File: src/rtl/inv_shiftrows_stage.sv
// ============================================================================
// Module   : inv_shiftrows_stage
// Purpose  : Registered AES InvShiftRows stage with 2-entry skid buffer.
// Revision : 1.0 - initial release
// ============================================================================
`default_nettype none

module inv_shiftrows_stage #(
  parameter int TAG_W = 4
) (
  input  logic             clk,
  input  logic             rst_n,
  input  logic             flush,
  input  logic             in_valid,
  output logic             in_ready,
  input  logic [127:0]     in_state,
  input  logic [TAG_W-1:0] in_tag,
  input  logic             in_last,
  output logic             out_valid,
  input  logic             out_ready,
  output logic [127:0]     out_state,
  output logic [TAG_W-1:0] out_tag,
  output logic             out_last
);

  // State encoding is {main_v, skid_v}.
  localparam logic [1:0] ST_EMPTY = 2'b00;
  localparam logic [1:0] ST_HALF  = 2'b10;
  localparam logic [1:0] ST_FULL  = 2'b11;

  logic [1:0]       state_q, state_d;
  logic [127:0]     main_state_q, main_state_d;
  logic [TAG_W-1:0] main_tag_q, main_tag_d;
  logic             main_last_q, main_last_d;
  logic [127:0]     skid_state_q, skid_state_d;
  logic [TAG_W-1:0] skid_tag_q, skid_tag_d;
  logic             skid_last_q, skid_last_d;

  logic [127:0]     perm_state;
  logic             accept;
  logic             emit;
  logic             main_load_in;
  logic             main_load_skid;
  logic             skid_load;

  // Row r rotated right by r: output (r,c) takes input (r,(c-r) mod 4).
  for (genvar k = 0; k < 16; k++) begin : g_perm
    localparam int ROW = k % 4;
    localparam int COL = k / 4;
    localparam int SRC = ROW + 4 * ((COL - ROW + 4) % 4);
    assign perm_state[127-8*k -: 8] = in_state[127-8*SRC -: 8];
  end

  // State register
  always_ff @(posedge clk or negedge rst_n) begin
    if (!rst_n) begin
      state_q <= ST_EMPTY;
    end else begin
      state_q <= state_d;
    end
  end

  // Next-state logic; flush overrides every handshake.
  always_comb begin
    state_d = state_q;
    if (flush) begin
      state_d = ST_EMPTY;
    end else begin
      case (state_q)
        ST_EMPTY: if (accept) state_d = ST_HALF;
        ST_HALF: begin
          if (emit && !accept)      state_d = ST_EMPTY;
          else if (!emit && accept) state_d = ST_FULL;
        end
        ST_FULL:  if (emit) state_d = ST_HALF;
        default:  state_d = ST_EMPTY;
      endcase
    end
  end

  // Outputs and load enables, all decoded from the registered state.
  always_comb begin
    in_ready       = ~state_q[0];
    out_valid      = state_q[1];
    accept         = in_valid & ~state_q[0];
    emit           = state_q[1] & out_ready;
    main_load_in   = 1'b0;
    main_load_skid = 1'b0;
    skid_load      = 1'b0;
    if (!flush) begin
      case (state_q)
        ST_EMPTY: main_load_in = accept;
        ST_HALF: begin
          if (emit) main_load_in = accept;
          else      skid_load    = accept;
        end
        ST_FULL:  main_load_skid = emit;
        default:  ;
      endcase
    end
  end

  always_comb begin
    main_state_d = main_state_q;
    main_tag_d   = main_tag_q;
    main_last_d  = main_last_q;
    skid_state_d = skid_state_q;
    skid_tag_d   = skid_tag_q;
    skid_last_d  = skid_last_q;
    if (main_load_in) begin
      main_state_d = perm_state;
      main_tag_d   = in_tag;
      main_last_d  = in_last;
    end else if (main_load_skid) begin
      main_state_d = skid_state_q;
      main_tag_d   = skid_tag_q;
      main_last_d  = skid_last_q;
    end
    if (skid_load) begin
      skid_state_d = perm_state;
      skid_tag_d   = in_tag;
      skid_last_d  = in_last;
    end
  end

  always_ff @(posedge clk or negedge rst_n) begin
    if (!rst_n) begin
      main_state_q <= '0;
      main_tag_q   <= '0;
      main_last_q  <= 1'b0;
      skid_state_q <= '0;
      skid_tag_q   <= '0;
      skid_last_q  <= 1'b0;
    end else begin
      main_state_q <= main_state_d;
      main_tag_q   <= main_tag_d;
      main_last_q  <= main_last_d;
      skid_state_q <= skid_state_d;
      skid_tag_q   <= skid_tag_d;
      skid_last_q  <= skid_last_d;
    end
  end

  assign out_state = main_state_q;
  assign out_tag   = main_tag_q;
  assign out_last  = main_last_q;

endmodule

`default_nettype wire

File: config.mk
export PLATFORM = sky130hd
export DESIGN_NAME = inv_shiftrows_stage
export DESIGN_NICKNAME = d
export VERILOG_FILES = /design/src/rtl/inv_shiftrows_stage.sv
export SDC_FILE = /design/constraint.sdc
export NUM_CORES = 1
export LEC_CHECK = 0
export BUFFER_PORTS_ARGS = -buffer_cell sky130_fd_sc_hd__buf_2
export CORE_AREA = 2 2 166 168
export DETAILED_ROUTE_END_ITERATION = 8
export DIE_AREA = 0 0 168 170
export GPL_TIMING_DRIVEN = 0
export PLACE_DENSITY = 0.63
export SYNTH_ARGS = -nofsm -noshare
export SYNTH_HDL_FRONTEND = slang
export SYNTH_SLANG_ARGS = --single-unit
File: constraint.sdc
create_clock -name clk -period 2.2 [get_ports clk]
set_clock_uncertainty 0.1 [all_clocks]
set_input_delay 0.44 -clock clk [delete_from_list [all_inputs] [get_ports clk]]
set_output_delay 0.44 -clock clk [all_outputs]
set_load 0.01 [all_outputs]
======== Word-level counts from Yosys, hierarchy flattened ========
Index checks and enable logic that the tools add are counted.
operators by class
  add/sub/neg operators ................... 0
  multiply operators ...................... 0
  divide/modulo/power cells ............... 0
  magnitude comparators ................... 0
  equality and inequality tests ........... 5
  shift-type cells ........................ 0
  mux-type cells .......................... 20
  bitwise logic cells ..................... 3
  reductions and logical operators ........ 7
operator list
  kind                count
  $mux 128            2
  $mux 2              5
  $mux 1              9
  $mux 4              2
  $ne 3x3->1 const B  2
  $pmux 2 s3          1
  $eq 2x2->1 const B  2
  $ne 4x4->1 const B  1
  $reduce_and 3->1    1
  $and 1x1->1         2
  $logic_and 1x1->1   2
  $logic_not 1->1     2
  $logic_not 2->1     1
  $pmux 1 s2          1
  $reduce_bool 2->1   1
  $not 1->1           1
storage, ports and cells
  register bits ........................... 268
  bits in latches ......................... 0
  RAM bits ................................ 0
  memory bits (read-only) ................. 0
  output and inout port bits .............. 135
  word-level logic and storage cells ...... 42
  memories kept ........................... 0

======== Longest topological paths before layout ========
  depth in word-level cells ............... 7
  gate-level depth with buffers ........... 9
  mapped depth without buffers ............ 6

======== Least setup slack after synthesis ========
No wires, ideal clock.
  path type ............................... register to register
  from .................................... register state_q[0]
  to ...................................... register main_state_q[91], in the netlist out_state[91]
  library setup time ...................... 121 ps
  arrival ................................. 1642 ps
  data required time ...................... 1979 ps
  path slack .............................. 337 ps
  stages on the path, launching flop included .. 9
  path buffers ............................ 3
  cell sequence ........................... dfrtp_1 -> inv_1 -> ha_1 -> a31oi_1 -> nor3_2 -> buf_4 -> buf_6 -> buf_6 -> o21ai_1
between the ends
  cells in the longest elaborated chain, start to end .. 6
RTL lines
  what                                                  line  RTL
  from (decl)                                           31    logic [1:0] state_q, state_d;
  from (signal assigned)                                59    state_q <= state_d;
  $not 1->1 (*)                                         -
  named net in_ready                                    15    output logic in_ready,
  $and 1x1->1 (*)                                       85    accept = in_valid & ~state_q[0];
  $mux 1                                                94    if (emit) main_load_in = accept;
  $pmux 1 s2 (*)                                        91    case (state_q)
  $mux 1 (*)                                            90    if (!flush) begin
  $mux 128 / $reduce_bool 2->1 (equally long branches)  -
  to (signal assigned)                                  135   main_state_q <= main_state_d;
  to (decl)                                             32    logic [127:0] main_state_q, main_state_d;
The timed path passes the listed nets; every way through them passes the cells marked *.
A chain may end at the register's enable or synchronous reset.

======== Worst setup path after layout ========
  from .................................... register state_q[0]
  to ...................................... register main_state_q[64], in the netlist out_state[64]
between the ends
  cells in the longest elaborated chain, start to end .. 6
RTL lines
  what                                                  line
  $not 1->1                                             85
  $and 1x1->1                                           85
  $mux 1                                                94
  $pmux 1 s2                                            91
  $mux 1                                                90
  $mux 128 / $reduce_bool 2->1 (equally long branches)  -
Several ways; a longest one is shown, not always the timed one.

==> impl_metrics.json <==
{
  "run_status": "completed",
  "relSlewSlack_pct": 58.7,
  "post-route-util_pct": 53.9,
  "ys_seq_elements": 268,
  "start_util_pct": 42.6,
  "worst_pin_slew_ns": 0.619,
  "intPower_mw": 13.1,
  "clock.fmax_mhz": 487,
  "dieArea_sq_um": 28600,
  "p_seq_share_pct": 44.3,
  "avgSynthCellArea_sq_um": 12.8,
  "htree_levels": 1,
  "layout_commonest_cell": "buf_2",
  "dr.pass1.iters": 4,
  "p_sw_mw": 6.07,
  "first_global_vias": 7860,
  "via_per_inst": 5.00,
  "worst_hold_path.num_cells": 3,
  "synth.yosys.seq_area_share_pct": 59.1,
  "cts_tree": "yes",
  "slew_viol_final": 0,
  "grtUsageTotal_pct": 18.9,
  "drt_iter0_drc": 468,
  "fp-row-count": 60,
  "sw_frac_of_total_pct": 31.6,
  "power.share.clock_pct": 25.3,
  "antenna_found_initial": 4,
  "io_pins": 273,
  "worstSetupPathDepth": 10,
  "vias": 7862,
  "wire_per_inst_um": 17.5,
  "core_area_sq_um": 26700,
  "layout_common_cells": "286 x buf_2, 266 x dfrtp_1, 134 x mux2i_1, 134 x nand2_1, 125 x o21ai_1",
  "crit_chain": "inv_1 > ha_4 > a31oi_1 > nor3_2 > buf_4 > buf_6 > buf_6 > buf_4 > nand2_1 > o21ai_1",
  "power.leakage_nw": 7.64,
  "slowest_stage": "dfrtp_2",
  "start_kind": "flip-flop",
  "yosys_warnings": 0,
  "numPortBuffers": 272,
  "r2r_start": "state_q[0]",
  "ff2ff_path_depth": 10,
  "syn_to_final_growth_pct": 26.6,
  "routed_wl_um": 27500,
  "fp.dieH_um": 170,
  "grt_pass1_wl_um": 43300,
  "hold_path_class": "input pin to flip-flop",
  "powerDensity_nw_per_um2": 1340,
  "final_layout_size_suffix_gt1_share_pct": 39.1,
  "critical_path_required_ns": 2.55,
  "period_share_pct": 93.3,
  "clk_pin_slew_ns": 0.06,
  "seq_area_sq_um": 6710,
  "critical_path_class": "flip-flop to flip-flop",
  "cts-buffers-inserted": 29,
  "power_frac_comb_pct": 30.4,
  "cp_slowest_stage_delay_ns": 0.45,
  "syn_nets": 1025,
  "finalSetupViolations": 0,
  "hp-start": "in_state[10]",
  "grt_overflow_total": 0,
  "final_nets": 1349,
  "place_congestion": 0.767,
  "startpoint": "state_q[0]",
  "cts_sinks": 268,
  "remaining_drc_errors": 0,
  "timing.final.crit_period_ns": 2.05,
  "finalHoldViolCount": 0,
  "path_buf_inv": 5,
  "die_w_um": 168,
  "yosys.cell_types.count": 29,
  "hpwl_um": 18800,
  "cp_top_family": "buffers and inverters",
  "cap_violations": 0,
  "drtAntennaViolNets": 0,
  "ir_drop_mv": 0.784,
  "endpoint_kind": "flip-flop",
  "netlist_area_sq_um": 11300,
  "final.setup.tns_ns": 0,
  "ctsRootBufferMaster": "clkbuf_16",
  "crit_fanout": 10,
  "syn_inst": 883,
  "multi_input_area_sq_um": 4200,
  "pre_cts_slack_ns": -0.201,
  "grt_max_degree": 118,
  "num-fill-cells": 2332,
  "clockBufferDepth": 3,
  "clock_latency_ns": 0.54,
  "arrival_ns": 2.41,
  "setup_ws_ns": 0.148
}
-- routing by layer --
metal	share of wire [%]	vias to the layer above	GRT usage, %	routed length, um
li1	-	3736	-	-
met1	45	3858	25.9	12300
met2	46	221	29.9	12500
met3	7.7	43	5.37	2110
met4	2.0	4	4.61	541
met5	0.11	-	0	30
-- Yosys cell counts --
cell	count	area, sq um
nand2_1	134	503
xnor2_1	1	8.76
buf_2	13	65.1
inv_1	2	7.51
ha_1	4	50.1
mux2_1	42	473
nand2b_1	2	12.5
clkbuf_2	8	40.0
nor3_2	1	10.0
nand4b_1	1	8.76
a21oi_1	1	5.00
a21o_1	1	7.51
nand3_2	1	10.0
o21ai_0	9	45.0
o21bai_1	1	7.51
buf_6	20	225
nand2b_4	1	13.8
clkbuf_1	4	15.0
or2_2	1	6.26
a2111oi_0	1	8.76
nor2_1	1	3.75
a22o_1	1	8.76
a31oi_1	1	6.26
mux2i_1	134	1340
mux2_2	91	1020
dfrtp_1	268	6710
o21ai_1	125	626
buf_4	13	97.6
nor2b_1	1	6.26
-- worst reg2reg max path: stages, from the launching register on --
cell	delay, ns
dfrtp_2	0.45
inv_1	0.14
ha_4	0.17
a31oi_1	0.09
nor3_2	0.15
buf_4	0.17
buf_6	0.16
buf_6	0.16
buf_4	0.19
nand2_1	0.08
o21ai_1	0.11
-- cells by family (layout without fill, tap and decap cells) --
logic type,Yosys count,after routing,synth area share [%]
xor gates and xnor gates,1,1,0.0772
other,0,2,0
AOI/OAI and AO/OA,140,140,6.30
muxes,267,267,25.0
buffers and inverters,60,406,3.97
DFF,268,268,59.1
and+or+nand+nor,143,143,5.06
adders and majority gates,4,4,0.441
-- timing repair --
item / 4_1_cts / 5_1_grt
pin swaps: 1 / 1
buffers inserted: 1 / 2
gates resized for setup: 3 / 12
hold buffers: 15 / 0
gates cloned: 0 / 1
setup endpoints to repair: 133 / 137
endpoints found under the hold margin: 82 / 0
-- power by group through the flow --
stage / combinational [mW] / clock, mW / sequential (mW)
6_report: 5.84 / 4.85 / 8.52
5_1_grt: 6.45 / 5.21 / 8.81
4_1_cts: 5.90 / 5.00 / 8.52
3_5_place_dp: 5.86 / 0 / 8.59
3_3_place_gp: 5.70 / 0 / 8.50
2_1_floorplan: 3.03 / 0 / 8.94
-- sequential cells by signal, indices dropped and copies added, names as in the netlist --
name          flops
skid_tag_q        4
out_last          1
state_q           2
skid_state_q    128
skid_last_q       1
out_state       128
out_tag           4
-- stage by stage --
step	std cells	hold slack (ns)	power, mW	instance area (sq um)
floorplan	883	0.0444	12.0	11300
global placement	1496	0.373	14.2	13100
detailed placement	1498	0.334	14.5	13200
CTS	1567	0.000532	19.4	14300
global route	1572	0.00683	20.5	14400
finish	1572	0.0186	19.2	14400
-- final timing paths --
check,slack [ns],to
max in group asynchronous,0.67,skid_state_q[9]
min reg2reg,0.39,skid_state_q[64]
max,0.15,out_state[64]
min,0.02,out_state[74]
max reg2reg,0.15,out_state[64]
min in group asynchronous,0.35,skid_state_q[54]
-- area by class of cell --
cell class              count  share of cell area (%)
flip-flops and latches    268                    46.7
well taps                 341                    2.97
inverters                   2                  0.0523
clock buffers              40                    5.62
multi-input cells         555                    29.2
diodes                      2                  0.0349
plain buffers              58                    3.20
clock inverters            13                   0.976
repair buffers            293                    11.2
Note: power is estimated with default switching activity, not from simulation.
